## config.mk

```make
export PLATFORM = sky130hd
export DESIGN_NAME = huffman_decoder
export DESIGN_NICKNAME = d
export VERILOG_FILES = /design/src/rtl/huffman_pkg.sv /design/src/rtl/huffman_decoder.sv
export SDC_FILE = /design/constraint.sdc
export NUM_CORES = 1
export LEC_CHECK = 0
export CAP_MARGIN = 10
export CORE_AREA = 4 4 41 43
export CTS_BUF_LIST = sky130_fd_sc_hd__clkbuf_16
export CTS_CLUSTER_DIAMETER = 200
export DETAILED_ROUTE_END_ITERATION = 10
export DIE_AREA = 0 0 45 47
export PLACE_DENSITY = 0.44
export SETUP_SLACK_MARGIN = 0.15
export SYNTH_ARGS = -nofsm -noshare
export SYNTH_HDL_FRONTEND = slang
export SYNTH_SLANG_ARGS = --single-unit
```

## constraint.sdc

```tcl
create_clock -name clk -period 1.4 [get_ports clk]
set_clock_uncertainty 0.15 [all_clocks]
set_input_delay 0.28 -clock clk [delete_from_list [all_inputs] [get_ports clk]]
set_output_delay 0.28 -clock clk [all_outputs]
set_load 0.02 [all_outputs]
```

## src/rtl/huffman_pkg.sv

```systemverilog
// Shared definitions for the serial Huffman decoder: code-tree states and
// the 3-bit symbol codes driven on the decoder output.
package huffman_pkg;

  typedef enum logic [2:0] {
    ROOT = 3'd0,
    P1   = 3'd1,
    P10  = 3'd2,
    P11  = 3'd3,
    P110 = 3'd4
  } state_t;

  localparam logic [2:0] SYM_NONE = 3'd0;
  localparam logic [2:0] SYM_A    = 3'd1;
  localparam logic [2:0] SYM_B    = 3'd2;
  localparam logic [2:0] SYM_C    = 3'd3;
  localparam logic [2:0] SYM_D    = 3'd4;
  localparam logic [2:0] SYM_E    = 3'd5;
  localparam logic [2:0] SYM_F    = 3'd6;

endpackage

```

## src/rtl/huffman_decoder.sv

```systemverilog
// Serial MSB-first Huffman decoder for symbols A-F; walks the code tree one
// bit per clock and pulses the symbol code for one cycle on completion.
module huffman_decoder
  import huffman_pkg::*;
(
  input  logic       clk,
  input  logic       reset,
  input  logic       x,
  output logic [2:0] y
);

  state_t     state_q, state_d;
  logic [2:0] y_q, y_d;

  always_comb begin
    state_d = ROOT;
    y_d     = SYM_NONE;
    case (state_q)
      ROOT: begin
        if (x) state_d = P1;
        else   y_d     = SYM_A;
      end
      P1:   state_d = x ? P11 : P10;
      P10:  y_d     = x ? SYM_B : SYM_C;
      P11: begin
        if (x) y_d     = SYM_D;
        else   state_d = P110;
      end
      P110: y_d     = x ? SYM_E : SYM_F;
      // Unused encodings fall back to ROOT with no symbol.
      default: begin
        state_d = ROOT;
        y_d     = SYM_NONE;
      end
    endcase
  end

  always_ff @(posedge clk or negedge reset) begin
    if (!reset) state_q <= ROOT;
    else        state_q <= state_d;
  end

  always_ff @(posedge clk or negedge reset) begin
    if (!reset) y_q <= SYM_NONE;
    else        y_q <= y_d;
  end

  assign y = y_q;

endmodule

```

==> results by group, run 1 <==
Critical path
  – Crit path capture type: primary output
  – Largest stage delay on the critical path: between 300 and 400 ps
  – Crit-path cells: buf_2
  – RR Startpoint: state_q[0]
  – Slowest CP cell: dfrtp_1
  – Crit path DAT: about 730 ps
  – Worst path required time: a little under 1000 ps
  – WS Path Type: register to primary output
  – Critical Path Stages: 1
  – Top Family by Delay on Critical Path: flip-flops
  – Max FO, Critical Path: 1
  – Crit path launch type: register
  – Crit path buffers/inverters: 1
  – Reg2Reg Depth: 2
  – Worst Setup SP: y[1]

Pwr
  – PwrDens: between 1500 and 2000 nW/um2
  – Leak: approximately 0.17 nW
  – IR drop worst, VDD: ~0.72 mV

Floorplanning
  – Starting Density: between 15 and 20%
  – DIE HEIGHT: roughly 47 um
  – IO Pins: 6
  – Die Span X: ~45 um
  – Core area: around 1300 um2
  – Die area: around 2100 um2
  – Row count: 13

Placement
  – Pre-CTS setup slack: ~52 ps
  – Port Buf Inserts: 5
  – Placed Cells: 38
  – Routability Congestion: 0.7670
  – Post-DP HPWL: slightly above 300 um

STA
  – RSZ-0062 raised after global routing: no
  – Final Hold Fails: 0
  – Fin. max-slew vios: 0
  – Total Neg Setup Slack: 0 ps
  – Rel. slew slack: between 80% and 90%
  – Worst Slack Setup Final: around 240 ps
  – Period utilisation layout: 82.72%
  – Final Setup Violations: 0
  – Hold slack: approximately 150 ps
  – Fin crit period: ~1200 ps
  – Fmax: 863.5 MHz
  – Worst slew pin tran: about 280 ps

Detailed routing
  – Number of remaining DRC errors: 0
  – DR vias: approximately 170
  – Vias/cell: between 4 and 5
  – DR WL/cell: 10.61 um
  – Initial DRT Pass Iterations: 1
  – DRT iter0 DRCs: 0
  – Final WL: 435 um
  – Remaining antenna violation count after routing: 0

Global routing
  – First-pass GRT wire length: between 600 and 700 um
  – Vias in the first global route: around 170
  – Tot GR Track Use: 5.334%
  – Antenna violations before repair: 0
  – Largest net degree at the start of global routing: 8
  – GRT Residual Overflow: 0

Clock network
  – CTS tree: built
  – CTS Buffer Depth: 2
  – CTS Buf Count: 3
  – H-tree levels: 1
  – Post-CTS setup buffer count: 0
  – Clk root buf: clkbuf_16
  – Clk_lat worst skew: 220 ps
  – Clock sinks: 6
  – Clock-pin slew on the worst setup and hold paths: about 30 ps

Cells and area
  – Fillers: 147
  – Final cell count without fillers: 41
  – Share of cells above drive strength 1: between 30% and 40%
  – Most common cell after layout, fill and taps aside: dfrtp_1
  – Final core utilization: 28.94%
  – Diode count: 0
  – Layout area overhead: 56.77%
  – # nets final: 31
  – Commonest non-fill, non-tap cells in the layout: 6 x dfrtp_1, 3 x clkbuf_16, 3 x buf_2

Logic synthesis
  – Cells after synthesis: 17
  – Sequential area share after synthesis: a little over three fifths
  – Register bit total from synthesis: 6
  – Yosys top cell by area: dfrtp_1
  – Yosys top cell area share: a little over three fifths
  – Yosys warns: 0
  – Netlist Area Pre-Place: 240.2 um2
  – Synth area leaders: dfrtp_1 63%, nor3b_1 6.3%, nand2b_4 5.7%, nor3b_2 5.2%, o22ai_1 5.2%
  – Mapped Nets: 20
  – Synthesized area per cell: 14.13 um2
  – Distinct cell type count after synthesis: 10

Worst hold path
  – Min-delay worst type: input pin to asynchronous set/reset pin

Status
  – Status: finished clean

Job
  – Max-cap violations: 0
-- cell families after synthesis --
group | Yosys count | synth area share [%]
and+or+nand+nor | 8 | 27.08
DFF | 6 | 62.50
AOI/OAI and AO/OA | 3 | 10.42
-- synthesized netlist by cell type --
library cell / number
dfrtp_1: 6
nor3b_1: 2
o22ai_1: 2
nand2_1: 1
nand2b_1: 1
nand2b_4: 1
nor3b_2: 1
o22ai_2: 1
or2_1: 1
or2b_1: 1
-- repair_timing --
item	in CTS	in global routing
cloned	0	0
resized for setup	10	2
endpoints found under the setup margin	3	2
hold buffers	0	0
-- final cells by class --
class                           count  area [um2]  share of cell area (%)
Clock buffer                        3       75.07                   19.93
Multi-Input combinational cell     11       90.09                   23.92
Sequential cell                     6       150.1                   39.87
Tap cell                           15       18.77                   4.983
Timing Repair Buffer                6       42.54                   11.30
-- sequential cells by signal, indices dropped and copies added, names as in the netlist --
name	count
state_q	3
y	3
-- stage by stage --
stage / instance area (um2) / total power [mW]
floorplan: 240.2 / 0.2550
global placement: 316.6 / 0.2926
detailed placement: 316.6 / 0.2943
CTS: 389.1 / 0.7501
global route: 376.6 / 0.7655
finish: 376.6 / 0.7355
-- layer usage --
metal	GRT usage, %	routed length [um]	part of all wire [%]
met5	0	0	0
met4	5.263	11	2.5
met3	4.981	41	9.4
met2	6.497	187	43
met1	5.116	194	45
-- worst paths after layout --
path | to | slack [ps]
max reg2reg | y[1] | 360
min | y[2] | 150
min reg2reg | state_q[0] | 380
max | y[1] | 240
max in group asynchronous | y[1] | 730
min in group clk | state_q[0] | 380
-- power breakdown --
group	total (mW)	switching (mW)	internal, mW
combinational	0.0711	0.0354	0.0357
sequential	0.210	0.0164	0.194
clock	0.454	0.0885	0.366
(Power assumes the default switching activity.)
==> inputs of run 2 (changes only) <==
--- a/config.mk
+++ b/config.mk
@@ -11,7 +11,7 @@
 export CTS_CLUSTER_DIAMETER = 200
 export DETAILED_ROUTE_END_ITERATION = 10
 export DIE_AREA = 0 0 45 47
-export PLACE_DENSITY = 0.44
+export PLACE_DENSITY = 0.45
 export SETUP_SLACK_MARGIN = 0.15
 export SYNTH_ARGS = -nofsm -noshare
 export SYNTH_HDL_FRONTEND = slang
==> constraint.sdc (replaced) <==
create_clock -name clk -period 1 [get_ports clk]
set_clock_uncertainty 0.15 [all_clocks]
set_input_delay 0.2 -clock clk [delete_from_list [all_inputs] [get_ports clk]]
set_output_delay 0.2 -clock clk [all_outputs]
set_load 0.02 [all_outputs]
==> run 2 against run 1 <==
Effect of this change:
- count of clock-buffer cells in the layout is the same
- largest power group unchanged
- critical path depth is the same
- die area is the same
- clock power grew 39%
- via count grew 10%
- register-to-register slack lost 350 ps
- the flow now finishes with violations (setup timing)
- total power grew 50%
- combinational power grew 140%
- critical path type unchanged
- setup slack lost 310 ps
- first-iteration DRC count is the same
==> results by group, run 2 (synthesis gave the netlist of run 1 again) <==
Clock network
  – H-tree levels: 1 (unchanged)
  – CTS tree: built
  – Clock sinks: 6 (unchanged)
  – Clk_lat worst skew: 220 ps (about the same)
  – CTS Hold Buffers Added: 0 (unchanged)
  – Clk root buf: clkbuf_16
  – Clock-pin slew on the worst setup and hold paths: 30 ps (about the same)
  – CTS Buf Count: 3 (unchanged)
  – CTS Buffer Depth: 2 (unchanged)

Pwr
  – Tot Pwr: 1.104 mW (+50%)
  – Leak: 0.2116 nW (+26%)
  – Internal Power: 890.4 uW (+50%)
  – Switch Pwr: 214.0 uW (+53%)
  – Sequential power share: 27.1% (-1.4 points)
  – Combinational share of power: 15.6% (+5.9 points)
  – Clk network pwr share: 57.2% (-4.6 points)
  – PwrDens: 2323 nW/um2 (+19%)
  – IR drop worst, VDD: 1.032 mV (+44%)
  – Switch share: 19.38% (+0.31 points)

Detailed routing
  – Met2 WL: 216 um (+16%)
  – Vias/cell: 4.022 (-1.9%)
  – Initial DRT Pass Iterations: 1 (unchanged)
  – Remaining antenna violation count after routing: 0 (unchanged)
  – DR WL met3: 59 um (+44%)
  – Final WL: 480 um (+10%)
  – DR vias: 185 (+10%)
  – Top layer used by detailed routing: met4
  – Number of remaining DRC errors: 0 (unchanged)
  – DR WL/cell: 10.43 um (-1.6%)
  – DRT iter0 DRCs: 0 (unchanged)
  – Wl on met1: 189 um (-2.6%)

Job
  – Max-cap violations: 0 (unchanged)

STA
  – Fin. max-slew vios: 0 (unchanged)
  – Hold slack: 65.95 ps (-86.34 ps)
  – Rel. slew slack: 81.99% (+0.77 points)
  – Final Hold Fails: 0 (unchanged)
  – Fmax: roughly 940 MHz
  – RSZ-0062 raised after global routing: yes
  – Fin crit period: approximately 1100 ps
  – Period utilisation layout: 106.4%
  – Final Setup Violations: 3 (+3)
  – Worst Slack Setup Final: -63.87 ps (-305.8 ps)
  – Total Neg Setup Slack: -188.3 ps (-188.3 ps)
  – Worst slew pin tran: 269.2 ps (-11.51 ps)

Critical path
  – Largest stage delay on the critical path: 360 ps (about the same)
  – Crit-path cells: buf_6
  – Crit path capture type: primary output
  – Max FO, Critical Path: 1 (unchanged)
  – WS Path Type: register to primary output
  – Top Family by Delay on Critical Path: flip-flops
  – Crit path launch type: register
  – Worst path required time: 650 ps (-320 ps)
  – Reg2reg end: y[0]
  – Crit path DAT: 710 ps (-20 ps)
  – R2R Setup Slk: 10 ps (-350 ps)
  – Slowest CP cell: dfrtp_1
  – RR Startpoint: state_q[0]
  – Crit path buffers/inverters: 1 (unchanged)
  – Reg2Reg Depth: 2 (unchanged)
  – Worst Setup SP: y[0]

Placement
  – Post-DP HPWL: 305 um (-1.7%)
  – Port Buf Inserts: 5 (unchanged)
  – Placed Cells: 40 (+5.3%)
  – Placed Area: 339.1 um2 (+7.1%)
  – Pre-CTS setup slack: -308.3 ps (-360.4 ps)
  – Routability Congestion: 0.7382 (-3.8%)

Floorplanning
  – Die Span X: 45 um (unchanged)
  – Starting Density: 18.46% (unchanged)
  – Core area: 1301 um2 (unchanged)
  – DIE HEIGHT: 47 um (unchanged)
  – Row count: 13 (unchanged)
  – Die area: 2115 um2 (unchanged)
  – IO Pins: 6 (unchanged)

Cells and area
  – Most common cell after layout, fill and taps aside: buf_6
  – Commonest non-fill, non-tap cells in the layout: 6 x buf_6, 4 x dfrtp_1
  – Layout area overhead: 97.92%
  – # nets final: 36 (+16%)
  – Final core utilization: 36.54% (+7.6 points)
  – Register area: 152.6 um2 (+1.7%)
  – Fillers: 131 (-11%)
  – Fin area: 475.5 um2 (+26%)
  – Final cell count without fillers: 46 (+12%)
  – Diode count: 0 (unchanged)
  – Share of cells above drive strength 1: 70.97% (+33 points)
  – Multi-input gate area: 120.1 um2 (+33%)

Status
  – Failing checks: setup timing
  – Status: complete, but fails checks

Global routing
  – Largest net degree at the start of global routing: 7 (-1)
  – Vias in the first global route: 203 (+23%)
  – Antenna violations before repair: 0 (unchanged)
  – Tot GR Track Use: 6.672% (+1.3 points)
  – First-pass GRT wire length: 855 um (+25%)
  – GRT Residual Overflow: 0 (unchanged)

Worst hold path
  – Min-delay worst type: input pin to asynchronous set/reset pin
[run 2: cell count changes in the layout (fill, tap and decap cells not counted), sizes merged]
cell           change
buf                +5
clkdlybuf4s50      -1
dlygate4sd2        +1
[run 2: per-layer routing]
metal  global-route usage [%]  up-vias
li1                         -       89
met1                    5.774       84
met2                    9.040        8
met3                    6.897        4
met4                    5.263        0
met5                        0        -
[run 2: repair_timing]
action,4_1_cts,5_1_grt
buffers inserted,1,2
gates resized for setup,26,2
pin swaps,1,0
endpoints found under the setup margin,9,9
[run 2: worst max-delay path by stage]
stage / cells past startpoint / slack (ps) / to
floorplan: 2 / 20 / y[0]
global placement: 3 / -290 / y[0]
detailed placement: 3 / -310 / y[0]
CTS: 1 / -70 / y[0]
global route: 1 / -80 / y[2]
finish: 1 / -60 / y[0]
[run 2: layout make-up]
class / count / area share, %
flip-flops and latches: 6 / 32.11
well taps: 15 / 3.947
repair buffers: 11 / 22.89
clock buffers: 3 / 15.79
multi-input cells: 11 / 25.26
[run 2: power by group through the flow]
stage	sequential (mW)	clock, mW	combinational [mW]
finish	0.299	0.632	0.173
global placement	0.293	0	0.132
floorplan	0.312	0	0.0507
detailed placement	0.294	0	0.133
CTS	0.298	0.650	0.164
global route	0.303	0.671	0.186
